--- src/rtl/seg7_pkg.sv ---
// Shared 7-segment definitions for the encoder/decoder pair. Constants are active-high
// with bit 0 = segment a through bit 6 = segment g.
package seg7_pkg;

    localparam int SEG_A = 0;
    localparam int SEG_B = 1;
    localparam int SEG_C = 2;
    localparam int SEG_D = 3;
    localparam int SEG_E = 4;
    localparam int SEG_F = 5;
    localparam int SEG_G = 6;

    // Raw (active-low) bus with every segment dark.
    localparam logic [6:0] SEG_BLANK_RAW = 7'b111_1111;

    // Literals read g..a left to right.
    localparam logic [6:0] CODE_0  = 7'b000_0000;
    localparam logic [6:0] CODE_1  = 7'b000_0110;
    localparam logic [6:0] CODE_2  = 7'b101_1011;
    localparam logic [6:0] CODE_3  = 7'b100_1111;
    localparam logic [6:0] CODE_4  = 7'b110_0110;
    localparam logic [6:0] CODE_5  = 7'b110_1101;
    localparam logic [6:0] CODE_6  = 7'b111_1101;
    localparam logic [6:0] CODE_7  = 7'b000_0111;
    localparam logic [6:0] CODE_8  = 7'b111_1111;
    localparam logic [6:0] CODE_9  = 7'b110_1111;
    localparam logic [6:0] CODE_10 = 7'b011_1111;
    localparam logic [6:0] CODE_11 = CODE_3;

    // Returns {in_code_set, value}; the shared 3/11 pattern always yields 3.
    function automatic logic [4:0] seg7_decode(input logic [6:0] p);
        logic [4:0] r;
        case (p)
            CODE_0:  r = {1'b1, 4'd0};
            CODE_1:  r = {1'b1, 4'd1};
            CODE_2:  r = {1'b1, 4'd2};
            CODE_3:  r = {1'b1, 4'd3};
            CODE_4:  r = {1'b1, 4'd4};
            CODE_5:  r = {1'b1, 4'd5};
            CODE_6:  r = {1'b1, 4'd6};
            CODE_7:  r = {1'b1, 4'd7};
            CODE_8:  r = {1'b1, 4'd8};
            CODE_9:  r = {1'b1, 4'd9};
            CODE_10: r = {1'b1, 4'd10};
            default: r = {1'b0, 4'd0};
        endcase
        return r;
    endfunction

endpackage

--- src/rtl/seg7_stab_filter.sv ---
// Stability filter: a sample must repeat STABLE_CYCLES times in a row before it is
// considered settled. hit marks the edge on which the count reaches the threshold.
module seg7_stab_filter #(
    parameter int               WIDTH         = 7,
    parameter int               STABLE_CYCLES = 4,
    parameter logic [WIDTH-1:0] RST_VAL       = '1
) (
    input  logic             clk,
    input  logic             rst_n,
    input  logic [WIDTH-1:0] din,
    output logic [WIDTH-1:0] cand,
    output logic             hit,
    output logic             stable
);

    localparam logic [3:0] SC = 4'(STABLE_CYCLES);

    logic [3:0] cnt;
    logic       same;

    assign same = (din == cand);
    assign hit  = same && (cnt == SC - 4'd1);

    always_ff @(posedge clk or negedge rst_n) begin
        if (!rst_n) begin
            cand   <= RST_VAL;
            cnt    <= 4'd0;
            stable <= 1'b0;
        end else if (!same) begin
            cand   <= din;
            cnt    <= 4'd1;
            stable <= 1'b0;
        end else begin
            if (cnt < SC) cnt <= cnt + 4'd1;
            if (hit)      stable <= 1'b1;
        end
    end

endmodule

--- src/rtl/seg7_decoder.sv ---
// Active-low 7-segment receiver: filters transients, decodes each newly stable pattern.
// Define SEG7_DEC_SYNC_EN to put a 2-flop synchroniser in front of the filter.
import seg7_pkg::*;

module seg7_decoder #(
    parameter int STABLE_CYCLES = 4
) (
    input  logic       clk,
    input  logic       rst_n,
    input  logic [6:0] seg,
    output logic [3:0] bin,
    output logic       valid,
    output logic       err,
    output logic       stable
);

    logic [6:0] samp;

`ifdef SEG7_DEC_SYNC_EN
    logic [6:0] sync1, sync2;

    // Reset to blank so a dark bus after reset looks like no change.
    always_ff @(posedge clk or negedge rst_n) begin
        if (!rst_n) begin
            sync1 <= SEG_BLANK_RAW;
            sync2 <= SEG_BLANK_RAW;
        end else begin
            sync1 <= seg;
            sync2 <= sync1;
        end
    end
    assign samp = sync2;
`else
    assign samp = seg;
`endif

    logic [6:0] cand, last;
    logic       hit, commit;
    logic [4:0] dec;

    seg7_stab_filter #(
        .WIDTH        (7),
        .STABLE_CYCLES(STABLE_CYCLES),
        .RST_VAL      (SEG_BLANK_RAW)
    ) u_filt (
        .clk   (clk),
        .rst_n (rst_n),
        .din   (samp),
        .cand  (cand),
        .hit   (hit),
        .stable(stable)
    );

    // Re-settling on the pattern already shown is silent.
    assign commit = hit && (cand != last);
    assign dec    = seg7_decode(~cand);

    always_ff @(posedge clk or negedge rst_n) begin
        if (!rst_n) begin
            last  <= SEG_BLANK_RAW;
            bin   <= 4'd0;
            valid <= 1'b0;
            err   <= 1'b0;
        end else begin
            valid <= commit;
            if (commit) begin
                last <= cand;
                if (dec[4]) begin
                    bin <= dec[3:0];
                    err <= 1'b0;
                end else begin
                    err <= 1'b1;
                end
            end
        end
    end

endmodule

--- config.mk ---
export PLATFORM = sky130hd
export DESIGN_NAME = seg7_decoder
export DESIGN_NICKNAME = d
export VERILOG_FILES = /design/src/rtl/seg7_pkg.sv /design/src/rtl/seg7_stab_filter.sv /design/src/rtl/seg7_decoder.sv
export SDC_FILE = /design/constraint.sdc
export NUM_CORES = 1
export LEC_CHECK = 0
export ABC_AREA = 1
export BUFFER_PORTS_ARGS = -buffer_cell sky130_fd_sc_hd__buf_4
export CORE_AREA = 2 2 55 57
export DETAILED_ROUTE_END_ITERATION = 6
export DIE_AREA = 0 0 57 59
export GPL_ROUTABILITY_DRIVEN = 0
export GPL_TIMING_DRIVEN = 1
export MAX_ROUTING_LAYER = met4
export PLACE_DENSITY = 0.75
export SLEW_MARGIN = 20
export SYNTH_ARGS = -nofsm -noshare
export SYNTH_HDL_FRONTEND = slang
export SYNTH_HIERARCHICAL = 1
export SYNTH_SLANG_ARGS = --single-unit
--- constraint.sdc ---
create_clock -name clk -period 1.95 [get_ports clk]
set_clock_uncertainty 0.1 [all_clocks]
set_input_delay 0.195 -clock clk [delete_from_list [all_inputs] [get_ports clk]]
set_output_delay 0.195 -clock clk [all_outputs]
set_load 0.01 [all_outputs]
# Word-level counts from Yosys, hierarchy flattened

Cells that the tools add are included.
Widths: inputs -> output; s select.

Add/subtract/negate cells: 1
$lt $le $gt $ge: 1
Equality and inequality tests: 15
Mux-type cells: 6
Bitwise gates (word level): 1
Reduce and logical (&&, ||, !) cells: 4

Operator list:

| kind                | count |
|---|---|
| $pmux 5 s11         | 1 |
| $eq 7x7->1 const B  | 7 |
| $eq 7x3->1 const B  | 2 |
| $mux 4              | 2 |
| $eq 7x6->1 const B  | 1 |
| $eq 7x7->1          | 1 |
| $logic_not 7->1     | 1 |
| $ne 7x7->1          | 1 |
| $not 7->7           | 1 |
| $add 4x1->4 const B | 1 |
| $eq 4x2->1 const B  | 1 |
| $lt 4x3->1 const B  | 1 |
| $ne 2x2->1 const B  | 2 |
| $mux 1              | 3 |
| $logic_and 1x1->1   | 2 |
| $reduce_and 2->1    | 1 |

Bits in registers: 25
Bits of input ports: 9
Output and inout bits: 7
Logic and storage cells: 35

# Longest topological paths before layout

Depth in word-level cells: 4
Gate-level depth with buffers: 12
Mapped depth without buffers: 12

# By module

Netlist, hierarchy kept.

Modules (own cells, without submodules):

| module           | times used | cells an instance | area each (um^2) | sequential area each (um^2) |
|---|---|---|---|---|
| seg7_decoder     | 1          | 132               | 890.9            | 334.1 |
| seg7_stab_filter | 1          | 68                | 620.6            | 309.0 |

# Least setup slack after synthesis

OpenSTA, ideal clock, no wires.

Kind: register to register
Start: reg u_filt.cand[2]
End: reg bin[1]
Setup time: 0.065 ns
Arrival time: 1.600 ns
Required time: 1.785 ns
Slack: 0.185 ns
Cell stages (with the launch flop): 12
Buffers on the path: 1
Clock period less this slack: 1.765 ns
Cell sequence: dfstp_2 -> nand2_1 -> nand2_2 -> nand2_2 -> nor2_4 -> nand3_1 -> inv_1 -> inv_1 -> nor2_4 -> buf_6 -> nand3_1 -> nand2_1

Cells in the longest elaborated chain, start to end: 4
Elaborated cells between the ends (all ways): 18
Classes of those cells: eq/ne (12); mux (1); bitwise (1); reduce/logical (4)

RTL lines:

| element                           | RTL line               | RTL |
|---|---|---|
| start, declared                   | seg7_stab_filter.sv:11 | `output logic [WIDTH-1:0] cand,` |
| start signal, assigned            | seg7_stab_filter.sv:30 | `cand <= din;` |
| $eq 7x7->1                        | seg7_stab_filter.sv:21 | `assign same = (din == cand);` |
| $logic_and 1x1->1                 | seg7_stab_filter.sv:22 | `assign hit = same && (cnt == SC - 4'd1);` |
| named net hit                     | seg7_decoder.sv:38     | `logic hit, commit;` |
| $logic_and 1x1->1                 | seg7_decoder.sv:55     | `assign commit = hit && (cand != last);` |
| named net commit                  | seg7_decoder.sv:38     |  |
| $reduce_and 2->1 (no source line) | -                      |  |
| end signal, assigned              | seg7_decoder.sv:69     | `bin <= dec[3:0];` |
| end, declared                     | seg7_decoder.sv:11     | `output logic [3:0] bin,` |

The timed path passes the listed nets, and every way through them passes these cells.
A chain may end at the register's enable or synchronous reset.

# Final worst setup path

Start: in seg[6]
End: reg last[4]

Cells in the longest elaborated chain, start to end: 3

RTL lines:

| element              | RTL line               | RTL |
|---|---|---|
| start, declared      | seg7_decoder.sv:10     | `input logic [6:0] seg,` |
| $eq 7x7->1           | seg7_stab_filter.sv:21 |  |
| $logic_and 1x1->1    | seg7_stab_filter.sv:22 |  |
| named net hit        | seg7_decoder.sv:38     |  |
| $logic_and 1x1->1    | seg7_decoder.sv:55     |  |
| end signal, assigned | seg7_decoder.sv:67     | `last <= cand;` |
| end, declared        | seg7_decoder.sv:37     | `logic [6:0] cand, last;` |

The timed path passes the listed nets, and every way through them passes these cells.

==> metrics.md <==
| Metric | Value |
|---|---|
| Status | `completed` |
| Most common cell after layout, fill and taps aside | `nand2_1` |
| Switching power | `0.000249 W` |
| Fin crit share | `0.972` |
| Initial DRC count | `42` |
| Placed cell areas | `0.00168 sq mm` |
| Synth warn | `6` |
| DR vias/cell | `5.10` |
| FMAX | `approximately 0.53 GHz` |
| Number of synthesized register bits | `25` |
| Most Used Layer, Global Route | `met2` |
| Final ANT Viol Nets | `0` |
| Crit path depth | `12` |
| Mapped cell area | `0.00151 sq mm` |
| Routed WL per cell | `11.7 um` |
| Maxcap violations | `0` |
| Routing usage on met3 | `0.0218` |
| Synthesized area per cell | `7.56 sq um` |
| Die height | `~59 um` |
| Final core occ | `0.665` |
| Sequential Power Share | `0.585` |
| First-pass GRT wire length | `about 5100 um` |
| Number of buffers added on ports | `15` |
| IO Count | `16` |
| Die ar. | `0.00336 sq mm` |
| Cells after Synth | `200` |
| Cts bufs inserted | `3` |
| Met2 usage in global routing | `0.358` |
| Vias | `1315` |
| Leakage | `0.943 nW` |
| Slowest stage cell on the critical path | `dlygate4sd3_1` |
| Critical path cell sequence | `dlygate4sd3_1, buf_4, xnor2_1, nand2_1, nor2_2, nand3_1, inv_1, inv_1, nor2_4, buf_4, nand2_1, nand2_1` |
| Fin cells | `258` |
| Final Cell Area | `0.00180 sq mm` |
| Fill cells | `237` |
| Combinational power share | `0.160` |
| Number of global-route vias before repair | `1260` |
| NumNets Final | `238` |
| H-tree levels | `1` |
| Layout Area Growth over Synthesis | `19.3%` |
| Final HPWL DP | `2330 um` |
| Starting Density | `0.558` |
| Crit path from | `seg[6]` |
| Gr ovfl total | `0` |
| Tmin final | `1.90 ns` |
| Root Driver | `clkbuf_4` |
| WP data required | `2.11 ns` |
| Endpoints failing setup | `0` |
| Most frequent cells in the layout | `60 x nand2_1, 25 x buf_4, 21 x nor2_1` |
| Met1 global-route usage | `0.225` |
| Mapped Nets | `210` |
| CP dominant cell by count | `nand2_1` |
| Bufs on Longest Clock Path | `2` |
| Worst R2R Path Depth | `10` |
| Num rows | `19` |
| Clk sink count | `25` |
| Pwr per Cell Area | `512 mW/mm^2` |
| Clock Power Share | `0.255` |
| Tot GR Track Use | `0.207` |
| Worst-margin pin slew | `0.314 ns` |
| Post-route worst setup slack | `about 0.054 ns` |
| Worst IR Drop VDD | `0.415 mV` |
| CP Launch Type | `input pin` |
| Switching Fraction | `0.270` |
| Reg clk slew, reported paths | `0.14 ns` |
| TritonRoute pass-1 iters | `4` |
| Area of the multi-input gates | `724 sq um` |
| Sequential share of the synthesized area | `0.425` |
| DIE WIDTH | `57 um` |
| Core ar. | `0.00271 sq mm` |
| CP peak stage delay | `around 0.55 ns` |
| Drt total wl | `between 3000 and 4000 um` |
| Post-Place Cells | `245` |
| Largest net degree at the start of global routing | `26` |
| Endpoints failing hold | `0` |
| Reg area | `643 sq um` |
| Slew Viols, Final | `0` |
| Worst path buffer plus inverter count | `5` |
| R2R Path Start | `u_filt/cand[3]$_DFFE_PN1P_` |
| Residual DRC | `0` |
| Layout cells sized above 1 | `0.322` |
| RSZ-0062 raised after global routing | `yes` |
| Delay-heaviest family, CP | `buffers and inverters` |
| Worst Path Class, Setup | `in2reg` |
| Cell variety after synth | `25` |
| Post-Place Worst Slack | `0.0835 ns` |
| Hold crit path type | `in2async` |
| Skew-Pair Late Insertion Delay | `0.32 ns` |
| Slew headroom | `0.791` |
| CP Capture Type | `flip-flop` |
| P_int | `roughly 0.00067 W` |
| CP Max Fanout | `7` |
| Crit path DAT | `approximately 2.1 ns` |
| Initial antenna violation count | `0` |
| Diode count | `0` |
| TritonCTS clock tree | `yes` |
==> cells in the mapped netlist (all sizes together) <==
cell / count / share of area
a21oi: 2 / 0.0066
a31oi: 1 / 0.0041
buf: 3 / 0.016
clkbuf: 7 / 0.017
dfrtp: 11 / 0.18
dfstp: 14 / 0.24
ha: 1 / 0.0083
inv: 27 / 0.067
nand2: 65 / 0.17
nand3: 16 / 0.063
nor2: 29 / 0.094
nor3: 4 / 0.023
o21ai: 8 / 0.031
xnor2: 8 / 0.051
xor2: 4 / 0.023
==> final cells by class <==
| type | count | area share |
|---|---|---|
| multi-input combinational | 138 | 0.402 |
| timing repair buffer | 33 | 0.149 |
| sequential | 25 | 0.357 |
| tap | 31 | 0.0215 |
| inverter | 27 | 0.0562 |
| clock buffer | 3 | 0.0125 |
| clock inverter | 1 | 0.00278 |
==> final timing paths <==
| kind | end | slack, ns |
|---|---|---|
| setup / recovery | last[4]$_DFFE_PN1P_ | 0.05 |
| hold / removal | valid$_DFF_PN0_ | 0.19 |
| setup reg to reg | last[4]$_DFFE_PN1P_ | 0.06 |
| hold reg to reg | bin[3]$_DFFE_PN0P_ | 0.39 |
| max in group asynchronous | u_filt/cand[3]$_DFFE_PN1P_ | 1.27 |
| min in group clk | bin[3]$_DFFE_PN0P_ | 0.39 |
==> what timing repair did <==
item                                   4_1_cts  5_1_grt
gates resized for setup                      0        2
endpoints found under the hold margin       32        0
buffers inserted                             0        1
setup endpoints to repair                    0       10
hold buffers                                 8        0
==> power by group through the flow <==
stage	Sequential [W]	Combinational [W]	Clock [W]
after floorplan	0.000555	0.0000806	0
after CTS	0.000540	0.000147	0.000250
after global placement	0.000548	0.000130	0
after global routing	0.000542	0.000165	0.000266
after detailed placement	0.000549	0.000134	0
final	0.000540	0.000147	0.000236
==> state kept, by name, indices dropped and copies added (netlist names) <==
name           flops
bin                4
err                1
last               7
u_filt/cand        7
u_filt/cnt         4
u_filt/stable      1
valid              1
==> stage by stage <==
step / hold slack (ns) / setup TNS [ns] / power (W)
floorplan: -0.201 / 0 / 0.000635
global placement: 0.0123 / 0 / 0.000678
detailed placement: 0.0193 / 0 / 0.000682
CTS: 0.192 / 0 / 0.000937
global route: 0.208 / -0.234 / 0.000973
finish: 0.194 / 0 / 0.000923
==> routing by layer <==
metal | share of wire | wire, um
met5 | 0 | 0
met4 | 0.045 | 136
met1 | 0.42 | 1260
met2 | 0.50 | 1520
met3 | 0.033 | 99
==> cells by family (layout without fill, tap and decap cells) <==
kind of cell / Yosys count / in the layout / share of synthesized area
adder cells (fa/ha/maj): 1 / 1 / 0.00828
AND/OR/NAND/NOR: 114 / 114 / 0.349
XOR/XNOR: 12 / 12 / 0.0745
flip-flops: 25 / 25 / 0.425
AO/OA/AOI/OAI: 11 / 11 / 0.0422
buffers and inverters: 37 / 64 / 0.100
No activity file was read; power rests on OpenSTA's default activity.
